===== config.mk =====
export PLATFORM = sky130hd
export DESIGN_NAME = clk_chan_switch
export DESIGN_NICKNAME = d
export VERILOG_FILES = /design/src/rtl/clk_chan_switch.sv
export SDC_FILE = /design/constraint.sdc
export NUM_CORES = 1
export LEC_CHECK = 0
export BUFFER_PORTS_ARGS = -buffer_cell sky130_fd_sc_hd__buf_4
export CORE_ASPECT_RATIO = 0.7
export CORE_MARGIN = 2
export CORE_UTILIZATION = 44
export DETAILED_ROUTE_END_ITERATION = 8
export GPL_ROUTABILITY_DRIVEN = 0
export PLACE_DENSITY = 0.85
export SETUP_SLACK_MARGIN = 0.3
export SLEW_MARGIN = 20
export SYNTH_ARGS = -nofsm -noshare
export SYNTH_HDL_FRONTEND = slang
export SYNTH_SLANG_ARGS = --single-unit
export TNS_END_PERCENT = 10

===== constraint.sdc =====
create_clock -name clk_in -period 2.2 [get_ports clk_in]
set_clock_uncertainty 0.15 [all_clocks]
set_input_delay 0.55 -clock clk_in [delete_from_list [all_inputs] [get_ports clk_in]]
set_output_delay 0.55 -clock clk_in [all_outputs]
set_load 0.05 [all_outputs]

===== src/rtl/clk_chan_switch.sv =====
// Steers one shared clock-enable/reset/pin/data group to one of NCH channels.
// A channel change drains the old channel, idles everything, then arms the new one.
module clk_chan_switch #(
    parameter int unsigned NCH       = 4,
    parameter int unsigned SEL_W     = 2,
    parameter int unsigned NPIN      = 3,
    parameter int unsigned NDAT      = 2,
    parameter int unsigned DRAIN_CYC = 2,
    parameter int unsigned GAP_CYC   = 4,
    parameter int unsigned RST_HOLD  = 3
) (
    input  logic                clk_in,
    input  logic                rst,
    input  logic                src_rst_n,
    input  logic [SEL_W-1:0]    sel_req,
    input  logic [NPIN-1:0]     pin_in,
    input  logic [NDAT-1:0]     dat_in,
    output logic [NCH-1:0]      ch_clk_en,
    output logic [NCH-1:0]      ch_rst_n,
    output logic [NCH*NPIN-1:0] ch_pin,
    output logic [NCH*NDAT-1:0] ch_dat,
    output logic [SEL_W-1:0]    sel_o,
    output logic                busy,
    output logic                switch_done,
    output logic                sel_err
);

    localparam int unsigned MaxAB  = (DRAIN_CYC > GAP_CYC) ? DRAIN_CYC : GAP_CYC;
    localparam int unsigned MaxCyc = (MaxAB > RST_HOLD) ? MaxAB : RST_HOLD;
    localparam int unsigned CntW   = $clog2(MaxCyc + 1);
    localparam logic [SEL_W:0] NchW = (SEL_W + 1)'(NCH);

    typedef enum logic [1:0] {StActive, StDrain, StGap, StArm} state_e;

    state_e           state_q;
    logic [CntW-1:0]  cnt_q;
    logic [SEL_W-1:0] cur_sel_q;
    logic [SEL_W-1:0] tgt_sel_q;
    logic             sel_err_q;
    logic             switch_done_q;

    always_ff @(posedge clk_in or negedge rst) begin
        if (!rst) begin
            state_q       <= StArm;
            cnt_q         <= CntW'(RST_HOLD);
            cur_sel_q     <= '0;
            tgt_sel_q     <= '0;
            sel_err_q     <= 1'b0;
            switch_done_q <= 1'b0;
        end else begin
            switch_done_q <= 1'b0;
            unique case (state_q)
                StActive: begin
                    if (sel_req != cur_sel_q) begin
                        if ({1'b0, sel_req} >= NchW) begin
                            sel_err_q <= 1'b1;
                        end else begin
                            tgt_sel_q <= sel_req;
                            cnt_q     <= CntW'(DRAIN_CYC);
                            state_q   <= StDrain;
                        end
                    end
                end
                StDrain: begin
                    if (cnt_q == CntW'(1)) begin
                        cnt_q   <= CntW'(GAP_CYC);
                        state_q <= StGap;
                    end else begin
                        cnt_q <= cnt_q - CntW'(1);
                    end
                end
                StGap: begin
                    if (cnt_q == CntW'(1)) begin
                        cur_sel_q <= tgt_sel_q;
                        cnt_q     <= CntW'(RST_HOLD);
                        state_q   <= StArm;
                    end else begin
                        cnt_q <= cnt_q - CntW'(1);
                    end
                end
                StArm: begin
                    if (cnt_q == CntW'(1)) begin
                        switch_done_q <= 1'b1;
                        state_q       <= StActive;
                    end else begin
                        cnt_q <= cnt_q - CntW'(1);
                    end
                end
            endcase
        end
    end

    // rst gates the decode so outputs go idle the instant reset asserts.
    always_comb begin
        ch_clk_en = '0;
        ch_rst_n  = '0;
        ch_pin    = '1;
        ch_dat    = '0;
        for (int unsigned k = 0; k < NCH; k++) begin
            if (rst && (k == 32'(cur_sel_q))) begin
                unique case (state_q)
                    StActive: begin
                        ch_clk_en[k]              = 1'b1;
                        ch_rst_n[k]               = src_rst_n;
                        ch_pin[k*NPIN +: NPIN]    = pin_in;
                        ch_dat[k*NDAT +: NDAT]    = dat_in;
                    end
                    StDrain: begin
                        ch_rst_n[k]               = src_rst_n;
                        ch_pin[k*NPIN +: NPIN]    = pin_in;
                        ch_dat[k*NDAT +: NDAT]    = dat_in;
                    end
                    StGap: begin
                    end
                    StArm: begin
                        ch_clk_en[k] = 1'b1;
                    end
                endcase
            end
        end
    end

    assign sel_o       = cur_sel_q;
    assign busy        = (state_q != StActive);
    assign switch_done = switch_done_q;
    assign sel_err     = sel_err_q;

endmodule


==> flow_metrics.env, run 1 <==
export IMPL_async_flop_share_pct=100.0
export IMPL_synthFlopType="dfrtp_1"
export IMPL_ctsLongestPathBuffers=2
export IMPL_cts_hold_buffers=0
export IMPL_status="did not finish"
export IMPL_stop_stage="clock tree synthesis"
export IMPL_yosys_area_top_type_share_pct=17.86
export IMPL_ys_seq_elements=10
export IMPL_cts_num_sinks=10
export IMPL_stop_error="[ERROR DPL-0033] detailed placement checks failed during check placement."
export IMPL_synth_edff_count=0
export IMPL_place_hpwl_mm=2.166
export IMPL_die_y_um=40.58
export IMPL_ys_seq_area_share_pct=30.36
export IMPL_synth_cell_types=33
export IMPL_syn_inst=111
export IMPL_start_util_pct=46.15
export IMPL_die_x_um=56.25
export IMPL_pin_count=43
export IMPL_ctsRootBufferMaster="clkbuf_4"
export IMPL_rows=13
export IMPL_cts_resized=45
export IMPL_cts_setup_buffers=6
export IMPL_syn_area_per_cell_um2=7.575
export IMPL_netlist_area_um2=840.8
export IMPL_synth_top_area_cell="dfrtp_1"
export IMPL_synthTopCellsByArea="dfrtp_1, dfstp_2, nor2_1"
export IMPL_io_buffers=41
export IMPL_cts_made_buffers=3
export IMPL_yosys_warnings=1
export IMPL_syn_num_nets=127
export IMPL_htreeDepth=1
[synth_stat cells (2+ instances only)]
cell / instances
nor2_1: 24
nand2_1: 19
inv_1: 10
dfrtp_1: 6
ha_1: 6
o21ai_0: 6
dfstp_2: 4
nand3_1: 4
nor3_1: 3
o32a_1: 3
and3_1: 2
o211ai_1: 2
o21a_1: 2
[through the flow]
| stage | util [%] | cell area (um2) | std cells | hold WS [ns] | setup WS, ns |
|---|---|---|---|---|---|
| floorplan | - | 1179 | 111 | 0.1044 | 0.1133 |
| global placement | 82.49 | 1503 | 175 | 0.3228 | 0.05038 |
| detailed placement | 82.49 | 1503 | 175 | 0.3310 | 0.02318 |
[cell families after synthesis]
| family | after synthesis | share of synthesized area [%] |
|---|---|---|
| fa+ha+maj | 6 | 8.928 |
| buf+inv | 14 | 7.738 |
| mux | 2 | 2.976 |
| xor+xnor | 2 | 2.977 |
| simple gates | 57 | 29.02 |
| compound gates | 19 | 17.56 |
| flops | 10 | 30.36 |
| other cells | 1 | 0.4460 |
==> inputs of run 2 (changes only) <==
CORE_AREA = 2 2 63 65   (was not set)
CORE_ASPECT_RATIO = not set   (was 0.7)
CORE_MARGIN = not set   (was 2)
CORE_UTILIZATION = not set   (was 44)
DIE_AREA = 0 0 65 67   (was not set)
PLACE_DENSITY = not set   (was 0.85)
PLACE_DENSITY_LB_ADDON = 0.15   (was not set)
SETUP_SLACK_MARGIN = not set   (was 0.3)
==> flow_metrics.env, run 2 <==
export IMPL_status="complete, but fails checks"
export IMPL_violations="negative setup slack"
export IMPL_period_minus_slack_ns=2.208
export IMPL_worstPathArrival_ns=1.51
export IMPL_ctsRootBufferMaster="clkbuf_8"
export IMPL_post_route_cell_area_mm2=0.001546
export IMPL_p_int_mw=1.190
export IMPL_grt_pass1_vias=950
export IMPL_core_mm2=0.003606
export IMPL_critPathMaxFanout=5
export IMPL_multi_input_area_um2=611.8
export IMPL_fin_setup_tns_ns=-0.01573
export IMPL_syn_area_per_cell_um2=7.575
export IMPL_drive_gt1_share_pct=54.82
export IMPL_die_x_um=65
export IMPL_hold_ws_ns=0.1467
export IMPL_wl_met1_mm=1.162
export IMPL_sw_frac_of_total_pct=50.07
export IMPL_vias=985
export IMPL_final_cell_mix="buf_6, buf_4, nand2_1"
export IMPL_first_pass_iters=4
export IMPL_ys_seq_elements=10
export IMPL_dp_cells=206
export IMPL_vdd_ir_drop_worst_uv=647.7
export IMPL_report_final_slew_viol_count=0
export IMPL_share_comb_of_total_power_pct=74.9
export IMPL_p_per_area_mw_per_mm2=1541
export IMPL_rsz0062_at_grt="yes"
export IMPL_htreeDepth=1
export IMPL_grt_overflow_total=0
export IMPL_grt_max_degree=12
export IMPL_clk_latency_ns=0.24
export IMPL_ctsLongestPathBuffers=2
export IMPL_die_area_mm2=0.004355
export IMPL_place_hpwl_mm=2.076
export IMPL_start_util_pct=23.32
export IMPL_cts_num_sinks=10
export IMPL_rows=22
export IMPL_synth_top_area_cell="dfrtp_1"
export IMPL_utilization_pct=42.89
export IMPL_min_path_type="input pin to asynchronous set/reset pin"
export IMPL_setup_slack_ns=-0.008156
export IMPL_yosysMostFrequentCell="nor2_1"
export IMPL_p_sw_mw=1.193
export IMPL_syn_num_nets=127
export IMPL_area_growth_pct=83.93
export IMPL_finalSetupViolCount=3
export IMPL_worstPathRequired_ns=1.50
export IMPL_path_class="flop to primary output"
export IMPL_antenna_found_initial=0
export IMPL_grt_usage_pct=12.74
export IMPL_synthTopCellsByArea="dfrtp_1, dfstp_2, nor2_1"
export IMPL_largest_reg_flops=3
export IMPL_yosys_warnings=1
export IMPL_fin_crit_sh_pct=100.4
export IMPL_finalHoldViolCount=0
export IMPL_wl_mm=2.669
export IMPL_io_buffers=41
export IMPL_drc=0
export IMPL_grt_first_pass_wirelength_mm=4.284
export IMPL_wire_per_inst_um=12.47
export IMPL_p_seq_share_pct=15.4
export IMPL_clkPwrFrac_pct=9.7
export IMPL_yosys_area_top_type_share_pct=17.86
export IMPL_synth_cell_types=33
export IMPL_n_fill_cell=364
export IMPL_synthFlopType="dfrtp_1"
export IMPL_pin_count=43
export IMPL_route_met3_wl_um=206
export IMPL_power_mw=2.384
export IMPL_start_kind="flop"
export IMPL_dp_slack_ns=0.05548
export IMPL_synth_edff_count=0
export IMPL_end_kind="primary output"
export IMPL_largest_register="cnt_q"
export IMPL_layout_cells_non_filler=214
export IMPL_final_nets=183
export IMPL_p_leak_nw=0.7004
export IMPL_reg2reg_from="state_q[1]"
export IMPL_netlist_area_um2=840.8
export IMPL_vias_per_cell=4.603
export IMPL_synthTopCellsByCount="nor2_1, nand2_1, inv_1"
export IMPL_cts_made_buffers=3
export IMPL_cap_violations=0
export IMPL_tritoncts="yes"
export IMPL_syn_inst=111
export IMPL_ys_seq_area_share_pct=30.36
export IMPL_antenna_cells=0
export IMPL_async_flop_share_pct=100.0
export IMPL_die_y_um=67
export IMPL_final_common_cell="buf_6"
export IMPL_drt_initial_drc_count=25
export IMPL_clk_pin_slew_worst_paths_ns=0.05
export IMPL_top_layer="met4"
export IMPL_fmax_mhz=452.9
export IMPL_placed_area_mm2=0.001281
export IMPL_drt_antenna_violating_nets=0
export IMPL_met2_length_mm=1.278
export IMPL_seqCellArea_um2=255.2
export IMPL_rr_worst_depth=7
export IMPL_cp_startpoint="state_q[0]"
-- run 2: cell counts after synthesis --
No cell type changed its count.
-- run 2: final timing paths --
path	to	slack, ns
min	tgt_sel_q[0]	0.15
max	ch_rst_n[1]	-0.008
max in group asynchronous	sel_o[1]	1.16
min reg2reg	tgt_sel_q[0]	0.34
max reg2reg	state_q[1]	0.20
min in group clk_in	tgt_sel_q[0]	0.34
-- run 2: repair_timing --
item / 4_1_cts / 5_1_grt
hold buffers: 1 / 0
pin swaps: 3 / 3
endpoints found under the hold margin: 3 / 0
setup endpoints to repair: 29 / 27
gates resized for setup: 44 / 7
setup buffers: 3 / 0
-- run 2: cell type report --
type,instances,area share (%)
sequential,10,16.50
timing repair buffer,55,33.90
tap,48,3.884
inverter,10,2.589
clock buffer,4,3.560
multi-input combinational,87,39.56
-- run 2: power groups by stage --
stage	clock network (mW)	registers, mW	logic (mW)
after floorplan	0	0.418	1.03
after global placement	0	0.361	1.52
after detailed placement	0	0.368	1.53
after CTS	0.239	0.365	1.76
after global routing	0.247	0.381	1.93
final	0.231	0.368	1.78
-- run 2: worst max-delay path: stages, from the launching register on --
cell     delay (ns)
dfstp_2        0.56
inv_2          0.06
ha_4           0.18
o21ai_2        0.14
buf_6          0.13
nor2_2         0.04
buf_6          0.15
-- run 2: cells by family after synthesis --
group	count (synthesis)	share of synthesized area, %
adders and majority gates	6	8.928
AOI/OAI and AO/OA	19	17.56
buffers and inverters	14	7.738
DFF	10	30.36
and+or+nand+nor	57	29.02
other	1	0.4460
muxes	2	2.976
xor gates and xnor gates	2	2.977
-- run 2: routing by layer --
| metal | GRT usage [%] | vias to the layer above |
|---|---|---|
| li1 | - | 486 |
| met1 | 13.99 | 449 |
| met2 | 24.10 | 46 |
| met3 | 2.703 | 4 |
| met4 | 4.255 | 0 |
| met5 | 0 | - |
No activity file was read; power rests on OpenSTA's default activity.
